**src/rtl/regfile_shadow.sv**
```systemverilog
// rtl/regfile_shadow.sv - double-buffered LED controller register file
// Staging bank is host-writable; active bank reloads only between frames.
module regfile_shadow #(
  parameter int CHAN_NUM = 8,
  parameter int TIME_W   = 8,
  parameter int LEN_W    = 8,
  localparam int CNT_W   = $clog2(CHAN_NUM)
) (
  input  logic                clk_i,
  input  logic                rst_n_i,
  input  logic                reg_wr_en_i,
  input  logic [2:0]          reg_wr_addr_i,
  input  logic [7:0]          reg_wr_data_i,
  input  logic                reg_rd_en_i,
  input  logic [2:0]          reg_rd_addr_i,
  output logic [7:0]          reg_rd_data_o,
  output logic                reg_rd_valid_o,
  input  logic                frame_busy_i,
  output logic [TIME_W-1:0]   reg_t0h_time_o,
  output logic [TIME_W:0]     reg_t0s_time_o,
  output logic [TIME_W-1:0]   reg_t1h_time_o,
  output logic [TIME_W:0]     reg_t1s_time_o,
  output logic [LEN_W-1:0]    reg_chan_len_o,
  output logic [CNT_W-1:0]    reg_chan_cnt_o,
  output logic [CHAN_NUM-1:0] reg_chan_en_o,
  output logic                commit_pending_o,
  output logic                commit_done_o
);

  logic [TIME_W-1:0] stg_t0h_q, stg_t0h_d, stg_t0l_q, stg_t0l_d;
  logic [TIME_W-1:0] stg_t1h_q, stg_t1h_d, stg_t1l_q, stg_t1l_d;
  logic [LEN_W-1:0]  stg_len_q, stg_len_d;
  logic [CNT_W-1:0]  stg_cnt_q, stg_cnt_d;
  logic [TIME_W-1:0] act_t0h_q, act_t0h_d, act_t1h_q, act_t1h_d;
  logic [TIME_W:0]   act_t0s_q, act_t0s_d, act_t1s_q, act_t1s_d;
  logic [LEN_W-1:0]  act_len_q, act_len_d;
  logic [CNT_W-1:0]  act_cnt_q, act_cnt_d;
  logic              auto_q, auto_d, err_q, err_d, pend_q, pend_d;
  logic              done_q, done_d, rd_valid_q, rd_valid_d;
  logic [7:0]        rd_data_q, rd_data_d;
  logic              wr_stg, set_pend, commit;

  always_comb begin
    stg_t0h_d  = stg_t0h_q;
    stg_t0l_d  = stg_t0l_q;
    stg_t1h_d  = stg_t1h_q;
    stg_t1l_d  = stg_t1l_q;
    stg_len_d  = stg_len_q;
    stg_cnt_d  = stg_cnt_q;
    act_t0h_d  = act_t0h_q;
    act_t0s_d  = act_t0s_q;
    act_t1h_d  = act_t1h_q;
    act_t1s_d  = act_t1s_q;
    act_len_d  = act_len_q;
    act_cnt_d  = act_cnt_q;
    auto_d     = auto_q;
    err_d      = err_q;
    rd_valid_d = reg_rd_en_i;
    rd_data_d  = 8'h00;

    wr_stg   = reg_wr_en_i && (reg_wr_addr_i <= 3'd5);
    commit   = pend_q && !frame_busy_i;
    set_pend = (reg_wr_en_i && (reg_wr_addr_i == 3'd6) && reg_wr_data_i[0]) ||
               (wr_stg && auto_q);

    if (reg_wr_en_i) begin
      case (reg_wr_addr_i)
        3'd0: stg_t0h_d = reg_wr_data_i[TIME_W-1:0];
        3'd1: stg_t0l_d = reg_wr_data_i[TIME_W-1:0];
        3'd2: stg_t1h_d = reg_wr_data_i[TIME_W-1:0];
        3'd3: stg_t1l_d = reg_wr_data_i[TIME_W-1:0];
        3'd4: stg_len_d = reg_wr_data_i[LEN_W-1:0];
        3'd5: begin
          // Saturation compares the whole byte, not just the stored low bits.
          if (reg_wr_data_i > 8'(CHAN_NUM - 1)) begin
            stg_cnt_d = CNT_W'(CHAN_NUM - 1);
            err_d     = 1'b1;
          end else begin
            stg_cnt_d = reg_wr_data_i[CNT_W-1:0];
          end
        end
        3'd6: begin
          auto_d = reg_wr_data_i[1];
          if (reg_wr_data_i[2]) err_d = 1'b0;
        end
        default: err_d = 1'b1;
      endcase
    end

    // Commit uses the pre-write staging contents; a same-edge write stays staged.
    if (commit) begin
      act_t0h_d = stg_t0h_q;
      act_t1h_d = stg_t1h_q;
      act_t0s_d = {1'b0, stg_t0h_q} + {1'b0, stg_t0l_q};
      act_t1s_d = {1'b0, stg_t1h_q} + {1'b0, stg_t1l_q};
      act_len_d = stg_len_q;
      act_cnt_d = stg_cnt_q;
    end
    pend_d = (pend_q && !commit) || set_pend;
    done_d = commit;

    if (reg_rd_en_i) begin
      case (reg_rd_addr_i)
        3'd0:    rd_data_d = 8'(stg_t0h_q);
        3'd1:    rd_data_d = 8'(stg_t0l_q);
        3'd2:    rd_data_d = 8'(stg_t1h_q);
        3'd3:    rd_data_d = 8'(stg_t1l_q);
        3'd4:    rd_data_d = 8'(stg_len_q);
        3'd5:    rd_data_d = 8'(stg_cnt_q);
        3'd6:    rd_data_d = {6'b0, auto_q, 1'b0};
        default: rd_data_d = {6'b0, err_q, pend_q};
      endcase
    end
  end

  always_ff @(posedge clk_i or negedge rst_n_i) begin
    if (!rst_n_i) begin
      stg_t0h_q  <= '0;
      stg_t0l_q  <= '0;
      stg_t1h_q  <= '0;
      stg_t1l_q  <= '0;
      stg_len_q  <= '0;
      stg_cnt_q  <= '0;
      act_t0h_q  <= '0;
      act_t0s_q  <= '0;
      act_t1h_q  <= '0;
      act_t1s_q  <= '0;
      act_len_q  <= '0;
      act_cnt_q  <= '0;
      auto_q     <= 1'b0;
      err_q      <= 1'b0;
      pend_q     <= 1'b0;
      done_q     <= 1'b0;
      rd_valid_q <= 1'b0;
      rd_data_q  <= 8'h00;
    end else begin
      stg_t0h_q  <= stg_t0h_d;
      stg_t0l_q  <= stg_t0l_d;
      stg_t1h_q  <= stg_t1h_d;
      stg_t1l_q  <= stg_t1l_d;
      stg_len_q  <= stg_len_d;
      stg_cnt_q  <= stg_cnt_d;
      act_t0h_q  <= act_t0h_d;
      act_t0s_q  <= act_t0s_d;
      act_t1h_q  <= act_t1h_d;
      act_t1s_q  <= act_t1s_d;
      act_len_q  <= act_len_d;
      act_cnt_q  <= act_cnt_d;
      auto_q     <= auto_d;
      err_q      <= err_d;
      pend_q     <= pend_d;
      done_q     <= done_d;
      rd_valid_q <= rd_valid_d;
      rd_data_q  <= rd_data_d;
    end
  end

  always_comb begin
    reg_chan_en_o = '0;
    for (int i = 0; i < CHAN_NUM; i++) begin
      reg_chan_en_o[i] = (CNT_W'(i) <= act_cnt_q);
    end
  end

  assign reg_t0h_time_o   = act_t0h_q;
  assign reg_t0s_time_o   = act_t0s_q;
  assign reg_t1h_time_o   = act_t1h_q;
  assign reg_t1s_time_o   = act_t1s_q;
  assign reg_chan_len_o   = act_len_q;
  assign reg_chan_cnt_o   = act_cnt_q;
  assign commit_pending_o = pend_q;
  assign commit_done_o    = done_q;
  assign reg_rd_data_o    = rd_data_q;
  assign reg_rd_valid_o   = rd_valid_q;

endmodule

```
**config.mk**
```make
export PLATFORM = sky130hd
export DESIGN_NAME = regfile_shadow
export DESIGN_NICKNAME = d
export VERILOG_FILES = /design/src/rtl/regfile_shadow.sv
export SDC_FILE = /design/constraint.sdc
export NUM_CORES = 1
export LEC_CHECK = 0
export CORE_MARGIN = 2
export CORE_UTILIZATION = 53
export CTS_BUF_LIST = sky130_fd_sc_hd__clkbuf_4 sky130_fd_sc_hd__clkbuf_8 sky130_fd_sc_hd__clkbuf_16
export CTS_CLUSTER_SIZE = 10
export DETAILED_ROUTE_END_ITERATION = 16
export PLACE_DENSITY = 0.8
export SYNTH_ARGS = -nofsm -noshare
export SYNTH_HDL_FRONTEND = slang
export SYNTH_SLANG_ARGS = --single-unit
```
**constraint.sdc**
```tcl
create_clock -name clk_i -period 2.62 [get_ports clk_i]
set_clock_uncertainty 0.1 [all_clocks]
set_input_delay 0.655 -clock clk_i [delete_from_list [all_inputs] [get_ports clk_i]]
set_output_delay 0.655 -clock clk_i [all_outputs]
set_load 0.005 [all_outputs]
```
## Word-level counts from Yosys, hierarchy flattened

Cells that the tools add are included.

| storage, ports and cells | value |
|---|---|
| memories | 0 |
| bits in latches | 0 |
| memory bits (read-only) | 0 |
| memory bits (writable) | 0 |
| bits in registers | 101 |
| word-level logic and storage cells | 72 |

| cells by class | value |
|---|---|
| muxes and demuxes | 6 |
| add/sub/neg operators | 2 |
| magnitude comparators | 10 |
| reduce and logical (&&, ||, !) cells | 21 |
| divide/modulo/power cells | 0 |
| bitwise operators | 1 |
| equal/unequal tests | 14 |
| shift operators | 0 |
| $mul | 0 |

Operator list:

| operator | number |
|---|---|
| $pmux 8 s7 | 1 |
| $add 8x8->9 | 2 |
| $eq 3x3->1 const B | 6 |
| $reduce_and 2->1 | 7 |
| $eq 3x2->1 const B | 4 |
| $le 3x3->1 const A | 4 |
| $gt 8x3->1 const B | 1 |
| $mux 8 | 1 |
| $eq 3x1->1 const B | 2 |
| $le 1x3->1 const A | 2 |
| $le 2x3->1 const A | 2 |
| $logic_and 1x1->1 | 6 |
| $logic_not 3->1 | 2 |
| $reduce_or 5->1 | 1 |
| $ne 2x2->1 const B | 2 |
| $reduce_and 4->1 | 1 |
| $le 3x3->1 const B | 1 |
| $mux 3 | 1 |
| $pmux 1 s3 | 1 |
| $logic_not 1->1 | 2 |
| $logic_or 1x1->1 | 2 |
| $mux 1 | 2 |
| $not 1->1 | 1 |

## Logic depth before layout (Yosys ltp)

| depth | value |
|---|---|
| depth after elaboration | 5 |
| mapped depth | 7 |
| depth with buffers taken out | 6 |

## Worst setup path before layout

Ideal clock, no wire load.

| path | value |
|---|---|
| kind | register -> register |
| start | register stg_t0h_q[0] |
| end | register act_t0s_q[6] (netlist: reg_t0s_time_o[6]) |
| arrival time | 1.895 ns |
| library setup time | 0.116 ns |
| path slack | 0.509 ns |
| buffers on the path | 0 |
| stages on the path, launching flop included | 7 |
| cell sequence | dfrtp_1 -> ha_1 -> fa_1 -> a211oi_1 -> o21bai_1 -> a2111o_1 -> o311ai_0 |

| on the way | value |
|---|---|
| word-level cells in the longest chain between the ends | 1 |

Ends and longest elaborated chain:

| item | RTL line | text |
|---|---|---|
| from (decl) | 30 | `logic [TIME_W-1:0] stg_t0h_q, stg_t0h_d, stg_t0l_q, stg_t0l_d;` |
| from (signal assigned) | 137 | `stg_t0h_q <= stg_t0h_d;` |
| $add 8x8->9 | 94 | `act_t0s_d = {1'b0, stg_t0h_q} + {1'b0, stg_t0l_q};` |
| to (signal assigned) | 144 | `act_t0s_q <= act_t0s_d;` |
| to (decl) | 35 | `logic [TIME_W:0] act_t0s_q, act_t0s_d, act_t1s_q, act_t1s_d;` |

Every way passes these cells.
A chain may end at the register's enable or synchronous reset.

## Final worst setup path

| path | value |
|---|---|
| start | register act_cnt_q[2] (netlist: reg_chan_cnt_o[2]) |
| end | output reg_chan_en_o[1] |

| on the way | value |
|---|---|
| word-level cells in the longest chain between the ends | 1 |

Ends and longest elaborated chain:

| item | RTL line | text |
|---|---|---|
| from (decl) | 37 | `logic [CNT_W-1:0] act_cnt_q, act_cnt_d;` |
| from (signal assigned) | 148 | `act_cnt_q <= act_cnt_d;` |
| $le 1x3->1 | 161 | `reg_chan_en_o[i] = (CNT_W'(i) <= act_cnt_q);` |
| to (decl) | 25 | `output logic [CHAN_NUM-1:0] reg_chan_en_o,` |

Every way passes these cells.

==> impl_metrics.ini <==
[clock_network]
htree_num_levels = 3
cts_root_buf = clkbuf_8
path_clk_slew_ns = 0.09
numCtsBuffers = 9
clock-sinks = 101
cts_tree = done
postCtsSetupRepairBufs = 0
cts_resized = 0
clockBufferDepth = 2
hold_buffers = 0
clock_latency_ns = 0.37

[synthesis]
synth_nets = 490
yosysMostFrequentCell = nand2_1
synth_common_cells = 117 x nand2_1, 101 x dfrtp_1, 42 x mux2_2
syn_area_um2 = 4938
ys_ff_latch = 101
synth-edff-count = 0
ys.flop_type = dfrtp_1
synth_top_area_share_pct = 51.18
synthCells = 453
avgSynthCellArea_um2 = 10.90
seq_area_frac_synth_pct = 51.18
synthDistinctLibCells = 53
synth_warnings = 0
synth_top_area_cell = dfrtp_1
synth.area.top_cells = dfrtp_1 51%, mux2_2 9.6%, nand2_1 8.9%, ha_1 4.1%, mux4_2 3.6%
synthArstFlopShare_pct = 100.0

[power_and_ir_drop]
switching_share_pct = 32.11
p_comb_share_pct = 37.9
p_switching_mw = 1.766
p_leak_nw = 2.754
sequentialPowerShare_pct = 43.8
p_clk_share_pct = 18.4
p_int_mw = 3.733
p_per_area_nw_per_um2 = 901.8
vdd_ir_drop_max_mv = 0.4327

[placed_design]
place_ws_ns = 0.1301
portBuffers = 81
hpwl_um = 8425
place_congestion = 0.9172

[cells_and_area]
fin_util_pct = 66.62
drive_above_1_share_pct = 16.88
diodes = 0
syn_to_final_growth_pct = 23.46
layout.nets = 577

[floorplanning]
die_w_um = 100.5
initial_core_util_pct = 53.96
die_area_um2 = 10110
fp.dieH_um = 100.5
fp-row-count = 35
ios = 83
core_um2 = 9153

[route]
postRouteAntennaNets = 0
drcViolationCount = 0
drtIter0Drc = 236
wl_per_cell_um = 17.92
route.vias.total = 3826
firstDrtPassIters = 4
detail_route.vias_per_cell = 5.832
drt-total-wl_um = 11760

[critical_path]
crit_required_ns = 1.87
endpoint_kind = primary output
arrival_ns = 1.68
crit_path_start_kind = register
worstPathMaxFanout = 9
crit_type = reg -> out

[grt]
grt_overflow = 0
grt_pass1_vias = 3736
grt_max_degree = 45
grt_usage_pct = 24.82
grt_pass1_wl_um = 19190
antenna_found_initial = 0

[sta]
layout_worst_path_cycle_share_pct = 92.80
fmax_ghz = 0.4113
min_period_ns = 2.431
hold_viol_final = 0
layout_setup_ws_ns = 0.1886
setup_viol = 0
relSlewSlack_pct = 58.62
drv_slew = 0
fin_setup_tns_ns = 0
worstMarginPinSlew_ns = 0.6187
rsz0062_at_grt = no

[status]
status = finished clean

[min_path]
worstHoldPathType = in -> async

[job]
cap_viol_max_count = 0
[layer usage]
layer  vias to the layer above  global-route usage, %  wire length, um
met5                         -                      0                0
li1                       1768                      -                -
met2                       134                  38.20             5621
met4                         0                  11.06              361
met1                      1901                  35.27             5068
met3                        23                  3.675              705
[worst max-delay path, cell delays in order (launching register included)]
cell and delay [ns]:
dfrtp_1 0.47, or3_1 0.39, clkdlybuf4s50_1 0.45
[flip-flops by register name, indices dropped and copies added, names as in the netlist]
register	flops
reg_t1h_time_o	8
reg_chan_cnt_o	3
err_q	1
stg_cnt_q	3
stg_t1l_q	8
stg_t0h_q	8
commit_pending_o	1
reg_rd_valid_o	1
stg_len_q	8
reg_chan_len_o	8
stg_t0l_q	8
reg_t1s_time_o	9
commit_done_o	1
reg_t0h_time_o	8
auto_q	1
reg_t0s_time_o	9
reg_rd_data_o	8
stg_t1h_q	8
[area by class of cell]
type,instances,area [um^2]
Tap cell,111,138.9
Clock inverter,4,47.55
Multi-Input combinational cell,324,2263
Clock buffer,12,152.6
Sequential cell,101,2527
Timing Repair Buffer,97,940.9
Fill cell,714,3055
Inverter,7,26.28
[worst paths after layout]
kind	startpoint	endpoint	slack, ns	depth (start not counted)
hold reg to reg	reg_t1h_time_o[3]$_DFFE_PN0P_	reg_t1h_time_o[3]$_DFFE_PN0P_	0.38	2
min in group clk_i	reg_t1h_time_o[3]$_DFFE_PN0P_	reg_t1h_time_o[3]$_DFFE_PN0P_	0.38	2
hold / removal	rst_n_i	reg_t1s_time_o[7]$_DFFE_PN0P_	0.11	1
setup / recovery	reg_chan_cnt_o[2]$_DFFE_PN0P_	reg_chan_en_o[1]	0.19	2
max in group asynchronous	rst_n_i	stg_cnt_q[2]$_DFFE_PN0P_	1.61	2
setup reg to reg	stg_t0h_q[0]$_DFFE_PN0P_	reg_t0s_time_o[6]$_DFFE_PN0P_	0.28	6
[cells in the final DEF (no fill, tap or decap), types with 5 or more instances in the layout]
cell type	n
a21boi_0	6
and3_1	6
nand3_1	6
dfrtp_1	101
buf_4	16
inv_1	5
clkdlybuf4s50_1	80
mux4_2	8
mux2_2	42
nand2_1	117
a211oi_1	8
clkbuf_8	10
a21o_1	5
nor2_1	18
o21ai_0	16
a21oi_1	17
ha_1	16
[kinds of logic (layout without fill, tap and decap cells)]
family                   after synthesis  in the layout  share of synthesized area (%)
AND/OR/NAND/NOR                      172            172                          15.89
flip-flops                           101            101                          51.18
AO/OA/AOI/OAI                         80             80                          11.17
multiplexers                          51             51                          13.43
buffers and inverters                 28            120                          3.040
adder cells (fa/ha/maj)               18             18                          4.864
XOR/XNOR                               2              2                         0.3548
other                                  1              1                        0.07593
[power by group through the flow]
stage | clock (mW) | sequential (mW) | combinational (mW)
floorplan | 0 | 2.36 | 1.01
global placement | 0 | 2.41 | 2.02
finish | 1.01 | 2.41 | 2.08
global route | 1.08 | 2.48 | 2.30
CTS | 1.02 | 2.40 | 2.09
detailed placement | 0 | 2.44 | 2.08
[stage by stage]
| step | hold slack (ns) | total power, mW | cells | area, um^2 |
|---|---|---|---|---|
| 2_1_floorplan | 0.2594 | 3.372 | 453 | 4938 |
| 3_3_place_gp | 0.3590 | 4.439 | 640 | 5897 |
| 3_5_place_dp | 0.3634 | 4.512 | 640 | 5897 |
| 4_1_cts | 0.1295 | 5.516 | 656 | 6097 |
| 5_1_grt | 0.1408 | 5.862 | 656 | 6097 |
| 6_report | 0.1120 | 5.499 | 656 | 6097 |
No activity file was read; power rests on OpenSTA's default activity.
==> variant (config.mk and constraints unchanged) <==
Register the inputs `reg_wr_en_i`, `reg_wr_addr_i`, `reg_wr_data_i`, `reg_rd_en_i`, `reg_rd_addr_i` and `frame_busy_i` before use, without a reset. The logic sees them one clock later.
--- a/src/rtl/regfile_shadow.sv
+++ b/src/rtl/regfile_shadow.sv
@@ -28,4 +28,20 @@
 );
 
+  logic reg_wr_en_q;
+  logic [2:0] reg_wr_addr_q;
+  logic [7:0] reg_wr_data_q;
+  logic reg_rd_en_q;
+  logic [2:0] reg_rd_addr_q;
+  logic frame_busy_q;
+
+  always_ff @(posedge clk_i) begin
+    reg_wr_en_q   <= reg_wr_en_i;
+    reg_wr_addr_q <= reg_wr_addr_i;
+    reg_wr_data_q <= reg_wr_data_i;
+    reg_rd_en_q   <= reg_rd_en_i;
+    reg_rd_addr_q <= reg_rd_addr_i;
+    frame_busy_q  <= frame_busy_i;
+  end
+
   logic [TIME_W-1:0] stg_t0h_q, stg_t0h_d, stg_t0l_q, stg_t0l_d;
   logic [TIME_W-1:0] stg_t1h_q, stg_t1h_d, stg_t1l_q, stg_t1l_d;
@@ -56,31 +72,31 @@
     auto_d     = auto_q;
     err_d      = err_q;
-    rd_valid_d = reg_rd_en_i;
+    rd_valid_d = reg_rd_en_q;
     rd_data_d  = 8'h00;
 
-    wr_stg   = reg_wr_en_i && (reg_wr_addr_i <= 3'd5);
-    commit   = pend_q && !frame_busy_i;
-    set_pend = (reg_wr_en_i && (reg_wr_addr_i == 3'd6) && reg_wr_data_i[0]) ||
+    wr_stg   = reg_wr_en_q && (reg_wr_addr_q <= 3'd5);
+    commit   = pend_q && !frame_busy_q;
+    set_pend = (reg_wr_en_q && (reg_wr_addr_q == 3'd6) && reg_wr_data_q[0]) ||
                (wr_stg && auto_q);
 
-    if (reg_wr_en_i) begin
-      case (reg_wr_addr_i)
-        3'd0: stg_t0h_d = reg_wr_data_i[TIME_W-1:0];
-        3'd1: stg_t0l_d = reg_wr_data_i[TIME_W-1:0];
-        3'd2: stg_t1h_d = reg_wr_data_i[TIME_W-1:0];
-        3'd3: stg_t1l_d = reg_wr_data_i[TIME_W-1:0];
-        3'd4: stg_len_d = reg_wr_data_i[LEN_W-1:0];
+    if (reg_wr_en_q) begin
+      case (reg_wr_addr_q)
+        3'd0: stg_t0h_d = reg_wr_data_q[TIME_W-1:0];
+        3'd1: stg_t0l_d = reg_wr_data_q[TIME_W-1:0];
+        3'd2: stg_t1h_d = reg_wr_data_q[TIME_W-1:0];
+        3'd3: stg_t1l_d = reg_wr_data_q[TIME_W-1:0];
+        3'd4: stg_len_d = reg_wr_data_q[LEN_W-1:0];
         3'd5: begin
           // Saturation compares the whole byte, not just the stored low bits.
-          if (reg_wr_data_i > 8'(CHAN_NUM - 1)) begin
+          if (reg_wr_data_q > 8'(CHAN_NUM - 1)) begin
             stg_cnt_d = CNT_W'(CHAN_NUM - 1);
             err_d     = 1'b1;
           end else begin
-            stg_cnt_d = reg_wr_data_i[CNT_W-1:0];
+            stg_cnt_d = reg_wr_data_q[CNT_W-1:0];
           end
         end
         3'd6: begin
-          auto_d = reg_wr_data_i[1];
-          if (reg_wr_data_i[2]) err_d = 1'b0;
+          auto_d = reg_wr_data_q[1];
+          if (reg_wr_data_q[2]) err_d = 1'b0;
         end
         default: err_d = 1'b1;
@@ -100,6 +116,6 @@
     done_d = commit;
 
-    if (reg_rd_en_i) begin
-      case (reg_rd_addr_i)
+    if (reg_rd_en_q) begin
+      case (reg_rd_addr_q)
         3'd0:    rd_data_d = 8'(stg_t0h_q);
         3'd1:    rd_data_d = 8'(stg_t0l_q);
Behaviour: not the same (a bounded check fails within 4 cycles, from zero or initial values and one cycle with rst_n_i low).
==> variant against the original RTL <==
Wire length is 6.0% higher. Sequential cell count is 17 higher. Critical endpoint unchanged. Power is 31% higher. Setup slack worse by 130 ps. Largest power group unchanged. Critical path depth stayed put. Count of clock-buffer cells in the layout is 13 higher. Synthesized area is 6.4% higher. Largest cell class unchanged. Final area is 12% higher.
==> variant: results (changes against the original RTL) <==
* Status: completed
* Syn_nets at 506 (+3.3%)
* Area share of buffers outside the clock network at 0.1284 (-0.02595)
* Largest net degree at the start of global routing at 63 (+40%)
* Vias/cell at 5.637 (-3.3%)
* Switching Power at 2.072 mW (+17%)
* FILL cells at 667 (-6.6%)
* Drt wl/cell at 17.73 um (-1.1%)
* GP Congestion at 0.8560 (-6.7%)
* Fin nets at 594 (+2.9%)
* Fraction of registers with async set/reset at 0.8559 (-0.1441)
* Synth area leaders: dfrtp_1 (48%), mux2_2 (9.2%), nand2_1 (8.7%), dfxtp_1 (6.5%), ha_1 (3.8%)
* Total GRT Usage at 0.2448 (-0.003440)
* Clock buf/inv share at 0.09133 (+0.05849)
* Num CTS Buffers at 17 (+8)
* Pleak at 3.035 nW (+10%)
* Peak supply drop at 0.5645 mV (+30%)
* Layout cells sized above 1 at 0.1772 (+0.008386)
* Sequential portion of the cell area at 0.4205 (+0.005974)
* First-pass GRT wire length at 20430 um (+6.5%)
* H-tree depth at 4 (+1)
* Seq/Total Area, Yosys at 0.5457 (+0.03393)
* Commonest cells in the netlist: nand2_1 (122), dfrtp_1 (101), mux2_2 (43), a21oi_1 (18), dfxtp_1 (17)
* Clk sinks at 118 (+17%)
* Worst Hold Class: register to register
* Clk slew on worst S/H paths at 60 ps (-30 ps)
* 1st-iter DRT viols at 265 (+12%)
* Multi-input gates at 326 (+0.62%)
* Vias in the first global route at 4167 (+12%)
* Slew margin rel. at 0.5649 (-0.02128)
* Post-synth cell types at 57 (+7.5%)
* Fraction of area in multi-input gates at 0.3321 (-0.03912)
* Clock buffer count at 25 (+13)
* Clock Latency Late Sink at 520 ps (+150 ps)
* Signal inverters at 6 (-1)
* Synthesized netlist cell count at 469 (+3.5%)
* Dpl hpwl at 8488 um (+0.75%)
[variant: kinds of logic after synthesis]
logic type	after synthesis	synth area share
XOR/XNOR	2	0.003334
adder cells (fa/ha/maj)	18	0.04571
multiplexers	53	0.1302
AO/OA/AOI/OAI	70	0.08977
AND/OR/NAND/NOR	182	0.1610
flip-flops	118	0.5457
buffers and inverters	25	0.02357
other	1	0.0007136
[variant: power groups by stage]
stage               clock [mW]  combinational (mW)  sequential (mW)
global placement             0                2.01             2.70
finish                    2.40                2.09             2.72
floorplan                    0                1.01             2.65
global route              2.50                2.28             2.78
detailed placement           0                2.07             2.73
CTS                       2.42                2.10             2.71
[variant: path summary, 6_finish.rpt]
path | to | slack (ps) | depth (start not counted)
worst max-delay path | reg_chan_en_o[1] | 60 | 2
worst min-delay path | reg_rd_valid_o | 370 | 0
worst max register to register | reg_t0s_time_o[6] | 300 | 6
worst min register to register | reg_rd_valid_o | 370 | 0
max in group asynchronous | reg_rd_valid_o | 1380 | 3
min in group asynchronous | reg_t0h_time_o[3] | 410 | 2
[variant: routing by layer]
layer  share of wire  vias to the layer above  GRT usage  wire (um)
met5               0                        -          0          0
met4           0.025                        0     0.1120        314
met3           0.053                       29    0.06356        661
met2            0.51                      143     0.4087       6402
met1            0.41                     1969     0.3002       5083
li1                -                     1822          -          -
[variant: what timing repair did]
action | CTS | global route
endpoints found under the hold margin | 7 | 0
setup endpoints to repair | 0 | 1
hold buffers | 1 | 0
gates resized for setup | 0 | 1
[variant: metrics by stage]
stage	instance area [um2]	util
finish	6823	0.7045
global route	6823	0.7045
CTS	6822	0.7044
detailed placement	6188	0.6390
global placement	6188	0.6390
floorplan	5255	-
[variant: critical path, stage by stage, from the launching register on]
cell	delay [ps]
dfrtp_2	450
or3_1	370
clkdlybuf4s50_1	460
